[src/rtl/muldiv_unit_if.sv]
// rtl/muldiv_unit_if.sv - handshake and operand/result bundle for muldiv_unit
interface muldiv_unit_if #(
  parameter int WIDTH = 32
);
  logic             start;
  logic [1:0]       op;
  logic [WIDTH-1:0] a;
  logic [WIDTH-1:0] b;
  logic             mthi;
  logic             mtlo;
  logic [WIDTH-1:0] hi;
  logic [WIDTH-1:0] lo;
  logic             busy;
  logic             done;

  modport master (
    output start, op, a, b, mthi, mtlo,
    input  hi, lo, busy, done
  );

  modport slave (
    input  start, op, a, b, mthi, mtlo,
    output hi, lo, busy, done
  );
endinterface

[src/rtl/muldiv_unit.sv]
// rtl/muldiv_unit.sv - iterative MULT/MULTU/DIV/DIVU unit with HI/LO registers
module muldiv_unit #(
  parameter int WIDTH = 32
) (
  input logic         clk,
  input logic         rst,
  muldiv_unit_if.slave bus
);
  localparam int CW = $clog2(WIDTH);

  typedef enum logic [1:0] {IDLE, RUN, FIX} state_t;

  state_t           state, state_nxt;
  logic [CW-1:0]    cnt;
  logic             is_div;
  logic             neg_q;
  logic             neg_r;
  logic             div_zero;
  logic [WIDTH-1:0] mag_b;
  logic [WIDTH-1:0] acc;
  logic [WIDTH-1:0] mq;
  logic [WIDTH-1:0] a_orig;
  logic [WIDTH-1:0] hi_r;
  logic [WIDTH-1:0] lo_r;
  logic             done_r;

  // Signed ops work on magnitudes; signs are reapplied in FIX.
  logic             signed_op;
  logic             a_neg;
  logic             b_neg;
  logic [WIDTH-1:0] a_mag;
  logic [WIDTH-1:0] b_mag;

  assign signed_op = ~bus.op[0];
  assign a_neg     = signed_op & bus.a[WIDTH-1];
  assign b_neg     = signed_op & bus.b[WIDTH-1];
  assign a_mag     = a_neg ? (~bus.a + 1'b1) : bus.a;
  assign b_mag     = b_neg ? (~bus.b + 1'b1) : bus.b;

  logic [WIDTH:0]     mul_sum;
  logic [WIDTH:0]     div_shift;
  logic               div_fits;
  logic [WIDTH-1:0]   div_rem;
  logic [2*WIDTH-1:0] prod_fix;
  logic [WIDTH-1:0]   quot_fix;
  logic [WIDTH-1:0]   rem_fix;

  assign mul_sum   = {1'b0, acc} + (mq[0] ? {1'b0, mag_b} : {(WIDTH+1){1'b0}});
  assign div_shift = {acc, mq[WIDTH-1]};
  assign div_fits  = div_shift >= {1'b0, mag_b};
  assign div_rem   = div_shift[WIDTH-1:0] - mag_b;
  assign prod_fix  = neg_q ? (~{acc, mq} + 1'b1) : {acc, mq};
  assign quot_fix  = neg_q ? (~mq + 1'b1) : mq;
  assign rem_fix   = neg_r ? (~acc + 1'b1) : acc;

  always_ff @(posedge clk or posedge rst) begin
    if (rst) state <= IDLE;
    else     state <= state_nxt;
  end

  always_comb begin
    state_nxt = state;
    case (state)
      IDLE:    if (bus.start) state_nxt = RUN;
      RUN:     if (cnt == CW'(WIDTH-1)) state_nxt = FIX;
      FIX:     state_nxt = IDLE;
      default: state_nxt = IDLE;
    endcase
  end

  always_ff @(posedge clk or posedge rst) begin
    if (rst) begin
      cnt      <= '0;
      is_div   <= 1'b0;
      neg_q    <= 1'b0;
      neg_r    <= 1'b0;
      div_zero <= 1'b0;
      mag_b    <= '0;
      acc      <= '0;
      mq       <= '0;
      a_orig   <= '0;
      hi_r     <= '0;
      lo_r     <= '0;
      done_r   <= 1'b0;
    end else begin
      done_r <= (state == FIX);
      case (state)
        IDLE: begin
          if (bus.start) begin
            is_div   <= bus.op[1];
            mag_b    <= b_mag;
            mq       <= a_mag;
            acc      <= '0;
            cnt      <= '0;
            a_orig   <= bus.a;
            div_zero <= (bus.b == '0);
            neg_q    <= a_neg ^ b_neg;
            neg_r    <= a_neg;
          end else begin
            if (bus.mthi) hi_r <= bus.a;
            if (bus.mtlo) lo_r <= bus.a;
          end
        end
        RUN: begin
          cnt <= cnt + 1'b1;
          if (is_div) begin
            acc <= div_fits ? div_rem : div_shift[WIDTH-1:0];
            mq  <= {mq[WIDTH-2:0], div_fits};
          end else begin
            {acc, mq} <= {mul_sum, mq[WIDTH-1:1]};
          end
        end
        FIX: begin
          // Divide by zero leaves the dividend untouched in HI.
          if (is_div && div_zero) begin
            hi_r <= a_orig;
            lo_r <= '1;
          end else if (is_div) begin
            hi_r <= rem_fix;
            lo_r <= quot_fix;
          end else begin
            {hi_r, lo_r} <= prod_fix;
          end
        end
        default: ;
      endcase
    end
  end

  assign bus.hi   = hi_r;
  assign bus.lo   = lo_r;
  assign bus.busy = (state != IDLE);
  assign bus.done = done_r;
endmodule

[src/flat_wrapper.sv]
// flat-port wrapper written by rule: the top's interface ports become plain ports
module muldiv_unit_flat 
#(
  parameter int WIDTH = 32
)
  (clk, rst, bus_start, bus_op, bus_a, bus_b, bus_mthi, bus_mtlo, bus_hi, bus_lo, bus_busy, bus_done);
  muldiv_unit_if #(.WIDTH(WIDTH)) bus_i ();
  input logic clk;
  input logic rst;
  input wire logic [$bits(bus_i.start)-1:0] bus_start;
  input wire logic [$bits(bus_i.op)-1:0] bus_op;
  input wire logic [$bits(bus_i.a)-1:0] bus_a;
  input wire logic [$bits(bus_i.b)-1:0] bus_b;
  input wire logic [$bits(bus_i.mthi)-1:0] bus_mthi;
  input wire logic [$bits(bus_i.mtlo)-1:0] bus_mtlo;
  output wire logic [$bits(bus_i.hi)-1:0] bus_hi;
  output wire logic [$bits(bus_i.lo)-1:0] bus_lo;
  output wire logic [$bits(bus_i.busy)-1:0] bus_busy;
  output wire logic [$bits(bus_i.done)-1:0] bus_done;
  assign bus_i.start = bus_start;
  assign bus_i.op = bus_op;
  assign bus_i.a = bus_a;
  assign bus_i.b = bus_b;
  assign bus_i.mthi = bus_mthi;
  assign bus_i.mtlo = bus_mtlo;
  assign bus_hi = bus_i.hi;
  assign bus_lo = bus_i.lo;
  assign bus_busy = bus_i.busy;
  assign bus_done = bus_i.done;
  muldiv_unit #(.WIDTH(WIDTH)) u_core (.clk(clk), .rst(rst), .bus(bus_i));
endmodule
[config.mk]
export PLATFORM = sky130hd
export DESIGN_NAME = muldiv_unit_flat
export DESIGN_NICKNAME = d
export VERILOG_FILES = /design/src/rtl/muldiv_unit_if.sv /design/src/rtl/muldiv_unit.sv /design/src/flat_wrapper.sv
export SDC_FILE = /design/constraint.sdc
export NUM_CORES = 1
export LEC_CHECK = 0
export BUFFER_PORTS_ARGS = -buffer_cell sky130_fd_sc_hd__clkbuf_2
export CAP_MARGIN = 20
export CORE_ASPECT_RATIO = 2
export CORE_MARGIN = 1.5
export CORE_UTILIZATION = 40
export CTS_CLUSTER_DIAMETER = 40
export DETAILED_ROUTE_END_ITERATION = 10
export GPL_TIMING_DRIVEN = 0
export HOLD_SLACK_MARGIN = 0.15
export SETUP_SLACK_MARGIN = 0.02
export SLEW_MARGIN = 10
export SYNTH_ARGS = -nofsm -noshare
export SYNTH_HDL_FRONTEND = slang
export SYNTH_SLANG_ARGS = --single-unit
[constraint.sdc]
create_clock -name clk -period 8.35 [get_ports clk]
set_clock_uncertainty 0.2 [all_clocks]
set_input_delay 1.67 -clock clk [delete_from_list [all_inputs] [get_ports clk]]
set_output_delay 1.67 -clock clk [all_outputs]
set_load 0.05 [all_outputs]
==> results of run 1 <==
[cells by family (layout without fill, tap and decap cells)]
family	after synthesis	in the layout	synth area share [%]
buf+inv	182	357	4.51
flops	204	204	32.9
compound gates	583	583	24.0
simple gates	699	699	20.0
fa+ha+maj	72	72	5.91
xor+xnor	171	171	9.66
mux	47	47	3.04
other cells	0	1	0
[metal layers]
metal	routed length, um	share of wire [%]
met5	0	0
met4	6760	11
met3	3030	4.8
met2	34100	53
met1	19900	31
[cells in the mapped netlist (17+ instances only)]
master	count	area, um2
nand2_1	336	1260
dfrtp_1	204	5100
o21ai_0	192	961
nor2_1	166	623
a21oi_1	130	651
clkbuf_1	100	375
xor2_1	91	797
xnor2_1	80	701
ha_1	70	876
inv_1	59	221
mux2i_1	46	460
nor3_1	37	185
a32oi_1	30	263
a21o_1	29	218
nand3_1	26	130
o31ai_1	23	173
nor4_1	22	138
a211oi_1	20	150
a22oi_1	18	135
a31oi_1	18	113
nor2b_1	17	106
or3_1	17	106
[stage by stage]
stage	setup TNS [ns]	area, um2	utilization, %	setup slack, ns	hold WS (ns)
after floorplan	0	15500	-	0.913	0.240
after global placement	-329.52	16800	44.1	-1.65	0.257
after detailed placement	0	16800	44.3	3.35	0.266
after CTS	0	17700	46.4	3.68	0.281
after global routing	0	17700	46.5	3.47	0.299
final	0	17700	46.5	3.57	0.278
[path summary, 6_finish.rpt]
| kind | startpoint | end |
|---|---|---|
| max in group asynchronous | rst | u_core.acc[21]$_DFFE_PP0P_ |
| worst min-delay path | u_core.bus.lo[17]$_DFFE_PP0P_ | u_core.bus.lo[17]$_DFFE_PP0P_ |
| min in group asynchronous | rst | u_core.bus.lo[4]$_DFFE_PP0P_ |
| worst max register to register | u_core.mq[31]$_DFFE_PP0P_ | u_core.acc[29]$_DFFE_PP0P_ |
| worst min register to register | u_core.bus.lo[17]$_DFFE_PP0P_ | u_core.bus.lo[17]$_DFFE_PP0P_ |
| worst max-delay path | u_core.mq[31]$_DFFE_PP0P_ | u_core.acc[29]$_DFFE_PP0P_ |
[flip-flops by register name, indices dropped and copies added (netlist names)]
signal / cells
u_core.neg_r: 1
u_core.a_orig: 32
u_core.div_zero: 1
u_core.is_div: 1
u_core.cnt: 5
u_core.mq: 32
u_core.acc: 32
u_core.bus.lo: 32
u_core.bus.hi: 32
u_core.bus.done: 1
u_core.mag_b: 32
u_core.state: 2
u_core.neg_q: 1
[final cells by class]
cell class / count / area share (%)
flip-flops and latches: 204 / 28.9
multi-input cells: 1572 / 54.9
inverters: 60 / 1.32
plain buffers: 122 / 2.68
well taps: 515 / 3.65
diodes: 1 / 0.0142
repair buffers: 133 / 3.98
clock inverters: 14 / 0.991
clock buffers: 28 / 3.60
[power by group through the flow]
| stage | Sequential (uW) | Clock [uW] | Combinational, uW |
|---|---|---|---|
| after floorplan | 2350 | 0 | 3750 |
| after global placement | 2020 | 0 | 5710 |
| after detailed placement | 2030 | 0 | 5760 |
| after CTS | 2020 | 1130 | 5770 |
| after global routing | 2090 | 1160 | 6390 |
| final | 2040 | 1120 | 5840 |
[critical path: cells and delay by family (launching register included)]
kind	cells	cell delay (ns)
buffers and inverters	2	0.72
and+or+nand+nor	2	0.77
AOI/OAI and AO/OA	7	2.16
DFF	1	0.51
adders and majority gates	1	0.31
==> impl_metrics.json, run 1 <==
{
  "yosysSeqAreaShare_pct": 32.9,
  "max_stage_delay_ns": 0.61,
  "post-route-period-util_pct": 57.2,
  "seq_power_share_pct": 22.6,
  "drtPass1Iterations": 6,
  "core_area_um2": 38000,
  "slowest_stage": "nor4_1",
  "ys_warn_count": 0,
  "drt-initial-drc-count": 988,
  "clkTransAtPathRegs_ns": 0.06,
  "r2r_cells": 12,
  "synthDistinctLibCells": 77,
  "met2_usage_pct": 61.6,
  "fin_nets": 2261,
  "grt_usage_pct": 31.9,
  "hpwl_um": 51300,
  "switching_share_pct": 53.3,
  "syn_inst": 1958,
  "drive_gt1_share_pct": 9.47,
  "grt_overflow_total": 0,
  "worst_hold_path.num_cells": 1,
  "cp_common_cell": "o21ai_0",
  "cp-start-kind": "flip-flop",
  "top_level_ports": 137,
  "final_common_cell": "nand2_1",
  "syn_area_um2": 15500,
  "critPathKind": "flip-flop to flip-flop",
  "relSlewSlack_pct": 20.0,
  "cts_buffer_depth": 3,
  "path_cells": "inv_1, ha_1, nand2b_1, a21oi_1, o21ai_0, a211oi_1, o21ai_0, o211a_1, clkbuf_1, nor4_1, a41oi_1, o211ai_1",
  "critical_path_required_ns": 8.62,
  "synth-edff-count": 0,
  "drc": 0,
  "routabilityCongestion": 0.962,
  "hp-class": "flip-flop to flip-flop",
  "clk_latency_ns": 0.56,
  "fin_cells": 2649,
  "fp-row-count": 101,
  "comb_power_share_pct": 64.9,
  "multi_input_area_um2": 9700,
  "period_needed_ns": 4.78,
  "cellLeakagePower_uw": 0.00771,
  "regArea_um2": 5100,
  "cts_tree": "done",
  "rrSetupSlack_ns": 3.57,
  "initial_core_util_pct": 40.7,
  "rsz0062_at_grt": "no",
  "wire_per_inst_um": 24.1,
  "hold_viol_final": 0,
  "postSynthAreaPerCell_um2": 7.92,
  "mostFrequentLayoutCells": "336 x nand2_1, 204 x dfrtp_1, 192 x o21ai_0",
  "power_density_nw_per_um2": 509,
  "grtUsageMet3_pct": 4.57,
  "grt_max_degree": 117,
  "clockRootBuffer": "clkbuf_16",
  "grt_util_met1_pct": 27.8,
  "synth_nets": 2101,
  "die_h_um": 281,
  "dp_cells": 2604,
  "grt_pass1_vias": 15800,
  "ys_ff_latch": 204,
  "cts_hold_buf": 0,
  "endpoint_kind": "flip-flop",
  "p_sw_uw": 4790,
  "port_buffers": 128,
  "num_vias": 15500,
  "area_growth_pct": 14.0,
  "outcome": "completed",
  "grt_pass1_wl_um": 94100,
  "fillCellCount": 3830,
  "htree_levels": 1,
  "antenna_found_initial": 0,
  "die_w_um": 142,
  "vias_per_cell": 5.86,
  "drtAntennaViolNets": 0,
  "cp_max_fo": 10,
  "setup_violations": 0,
  "dieArea_um2": 40000,
  "crit_arrival_ns": 5.04,
  "cts_buffers": 25,
  "maxSlewViolCount": 0,
  "top_usage_layer": "met2",
  "vdd_drop_max_uv": 139,
  "async_reset_ff_share_pct": 100,
  "cts_setup_buffers": 0,
  "synthFlopType": "dfrtp_1",
  "wl_um": 63700,
  "maxCapViolCount": 0,
  "timing.fmax_mhz": 209,
  "cts_sinks": 204,
  "cell_internal_pwr_uw": 4200,
  "p_clk_share_pct": 12.4,
  "worstMarginPinSlew_ns": 1.20,
  "ctsResizeCount": 0,
  "finalPower_uw": 8990
}
Note: power is estimated with default switching activity, not from simulation.
==> run 2: changes to the inputs <==
Clock period 8.35 ns to 4.7 ns, I/O delays scaled along.
==> run 2 against run 1 <==
  * Sequential power grew 76%
  * Wire length shrank 0.16%
  * Largest power group unchanged
  * Utilization grew 0.21 points
  * Non-clock buffer count grew 3
  * Setup slack lost 3.5 ns
  * Critical path type unchanged
  * Highest routed layer unchanged
  * Combinational power grew 78%
  * Via count shrank 0.18%
==> impl_metrics.json, run 2 (same netlist as run 1, synthesis figures left out) <==
{
  "final_common_cell": "nand2_1",
  "die_h_um": 281,
  "cts_buffers": 25,
  "crit_start": "u_core.mq[0]$_DFFE_PP0P_",
  "min_from": "u_core.mag_b[8]$_DFFE_PP0P_",
  "fp-row-count": 101,
  "worstMarginPinSlew_ns": 1.23,
  "grt_pass1_vias": 16000,
  "layout_setup_ws_ns": 0.114,
  "wl_um": 63600,
  "fin_util_pct": 46.7,
  "post-route-period-util_pct": 97.6,
  "timing.fmax_mhz": 218,
  "r2r_cells": 13,
  "drtPass1Iterations": 5,
  "power_density_nw_per_um2": 897,
  "grt_pass1_wl_um": 94800,
  "clk_latency_ns": 0.55,
  "cts_buffer_depth": 3,
  "r2r_end": "u_core.acc[28]$_DFFE_PP0P_",
  "clockRootBuffer": "clkbuf_16",
  "vias_per_cell": 5.83,
  "critPathKind": "flip-flop to flip-flop",
  "relSlewSlack_pct": 18.1,
  "setup_violations": 0,
  "period_needed_ns": 4.59,
  "mostFrequentLayoutCells": "336 x nand2_1, 204 x dfrtp_1, 190 x o21ai_0",
  "hold_viol_final": 0,
  "die_w_um": 142,
  "rsz0062_at_grt": "yes",
  "htree_levels": 1,
  "grt_overflow_total": 0,
  "wire_per_inst_um": 24.0,
  "hp-class": "flip-flop to flip-flop",
  "fin_nets": 2264,
  "cp_max_fo": 10,
  "dieArea_um2": 40000,
  "hpwl_um": 52100,
  "drt-initial-drc-count": 889,
  "drive_gt1_share_pct": 9.77,
  "cts_setup_buffers": 0,
  "crit_arrival_ns": 4.81,
  "antenna_found_initial": 0,
  "maxCapViolCount": 0,
  "top_level_ports": 137,
  "cts_sinks": 204,
  "grt_max_degree": 38,
  "vdd_drop_max_uv": 259,
  "core_area_um2": 38000,
  "outcome": "completed",
  "initial_core_util_pct": 40.7,
  "port_buffers": 128,
  "cts_tree": "done",
  "routabilityCongestion": 0.969,
  "r2r-start": "u_core.mq[0]$_DFFE_PP0P_",
  "num_vias": 15500,
  "area_growth_pct": 14.5,
  "antenna_cells": 0,
  "min_to": "u_core.mag_b[8]$_DFFE_PP0P_",
  "critical_path_required_ns": 4.92,
  "grt_usage_pct": 32.1,
  "drc": 0,
  "worst_hold_path.num_cells": 2,
  "dpl_cell_area_um2": 16900,
  "pre_cts_ws_ns": -0.0235,
  "endpoint_kind": "flip-flop",
  "cp-start-kind": "flip-flop",
  "clkTransAtPathRegs_ns": 0.06,
  "cts_hold_buf": 0,
  "cellLeakagePower_uw": 0.00775,
  "rrSetupSlack_ns": 0.11,
  "maxSlewViolCount": 0,
  "final_cell_area_um2": 17800,
  "drtAntennaViolNets": 0
}
[run 2: changes by cell type in the layout (fill, tap and decap cells not counted), sizes merged]
| cell | before | now |
|---|---|---|
| buf | 26 | 30 |
| bufinv | 3 | 1 |
| clkbuf | 257 | 259 |
| clkinv | 4 | 8 |
| clkinvlp | 4 | 3 |
| diode | 1 | 0 |
| inv | 63 | 62 |
[run 2: final cells by class]
class	instances	area, um2
clock buffers	31	668
clock inverters	14	143
plain buffers	122	474
repair buffers	136	781
well taps	515	644
multi-input cells	1572	9710
fillers	3876	20300
inverters	60	229
flip-flops and latches	204	5100
[run 2: stage by stage]
stage               power (uW)  hold WS, ns  setup TNS (ns)  cells
finish                   15900        0.277               0   2654
global route             17100        0.289               0   2654
CTS                      15800        0.280               0   2654
detailed placement       13900        0.263         -0.0243   2609
global placement         13700        0.256          -99.13   2601
floorplan                10800        0.240               0   1958
[run 2: repair_timing]
action | CTS | global route
setup endpoints to repair | 5 | 3
hold endpoints to repair | 0 | 0
gates resized for setup | 2 | 2
pin swaps | 0 | 0
[run 2: worst max-delay path by stage]
| stage | depth (start not counted) | to | slack, ns |
|---|---|---|---|
| floorplan | 1 | u_core.a_orig[0]$_DFFE_PP0P_ | 0.92 |
| global route | 13 | u_core.acc[28]$_DFFE_PP0P_ | 0.009 |
| global placement | 2 | u_core.acc[26]$_DFFE_PP0P_ | -0.52 |
| detailed placement | 12 | u_core.acc[29]$_DFFE_PP0P_ | -0.02 |
| finish | 13 | u_core.acc[28]$_DFFE_PP0P_ | 0.11 |
| CTS | 13 | u_core.acc[28]$_DFFE_PP0P_ | 0.03 |
[run 2: routing by layer]
layer / vias to the layer above / part of all wire, % / GRT usage [%]
met5: - / 0 / 0
met1: 7292 / 31 / 27.7
met3: 262 / 4.4 / 3.70
li1: 7351 / - / -
met4: 0 / 10 / 29.4
met2: 581 / 54 / 62.6
[run 2: power breakdown]
| part | internal (uW) | switching, uW |
|---|---|---|
| clock | 1090 | 856 |
| combinational | 3680 | 6710 |
| sequential | 2640 | 960 |
[run 2: critical path, cell delays in order (launching register included)]
cell	delay (ns)
dfrtp_1	0.47
inv_1	0.43
buf_1	0.41
nor2_1	0.09
ha_1	0.38
o21ai_0	0.14
o21a_1	0.23
nor4_1	0.55
o2111a_1	0.35
nor2_1	0.11
nor3_2	0.44
a21oi_1	0.15
xnor2_1	0.17
a221o_1	0.33
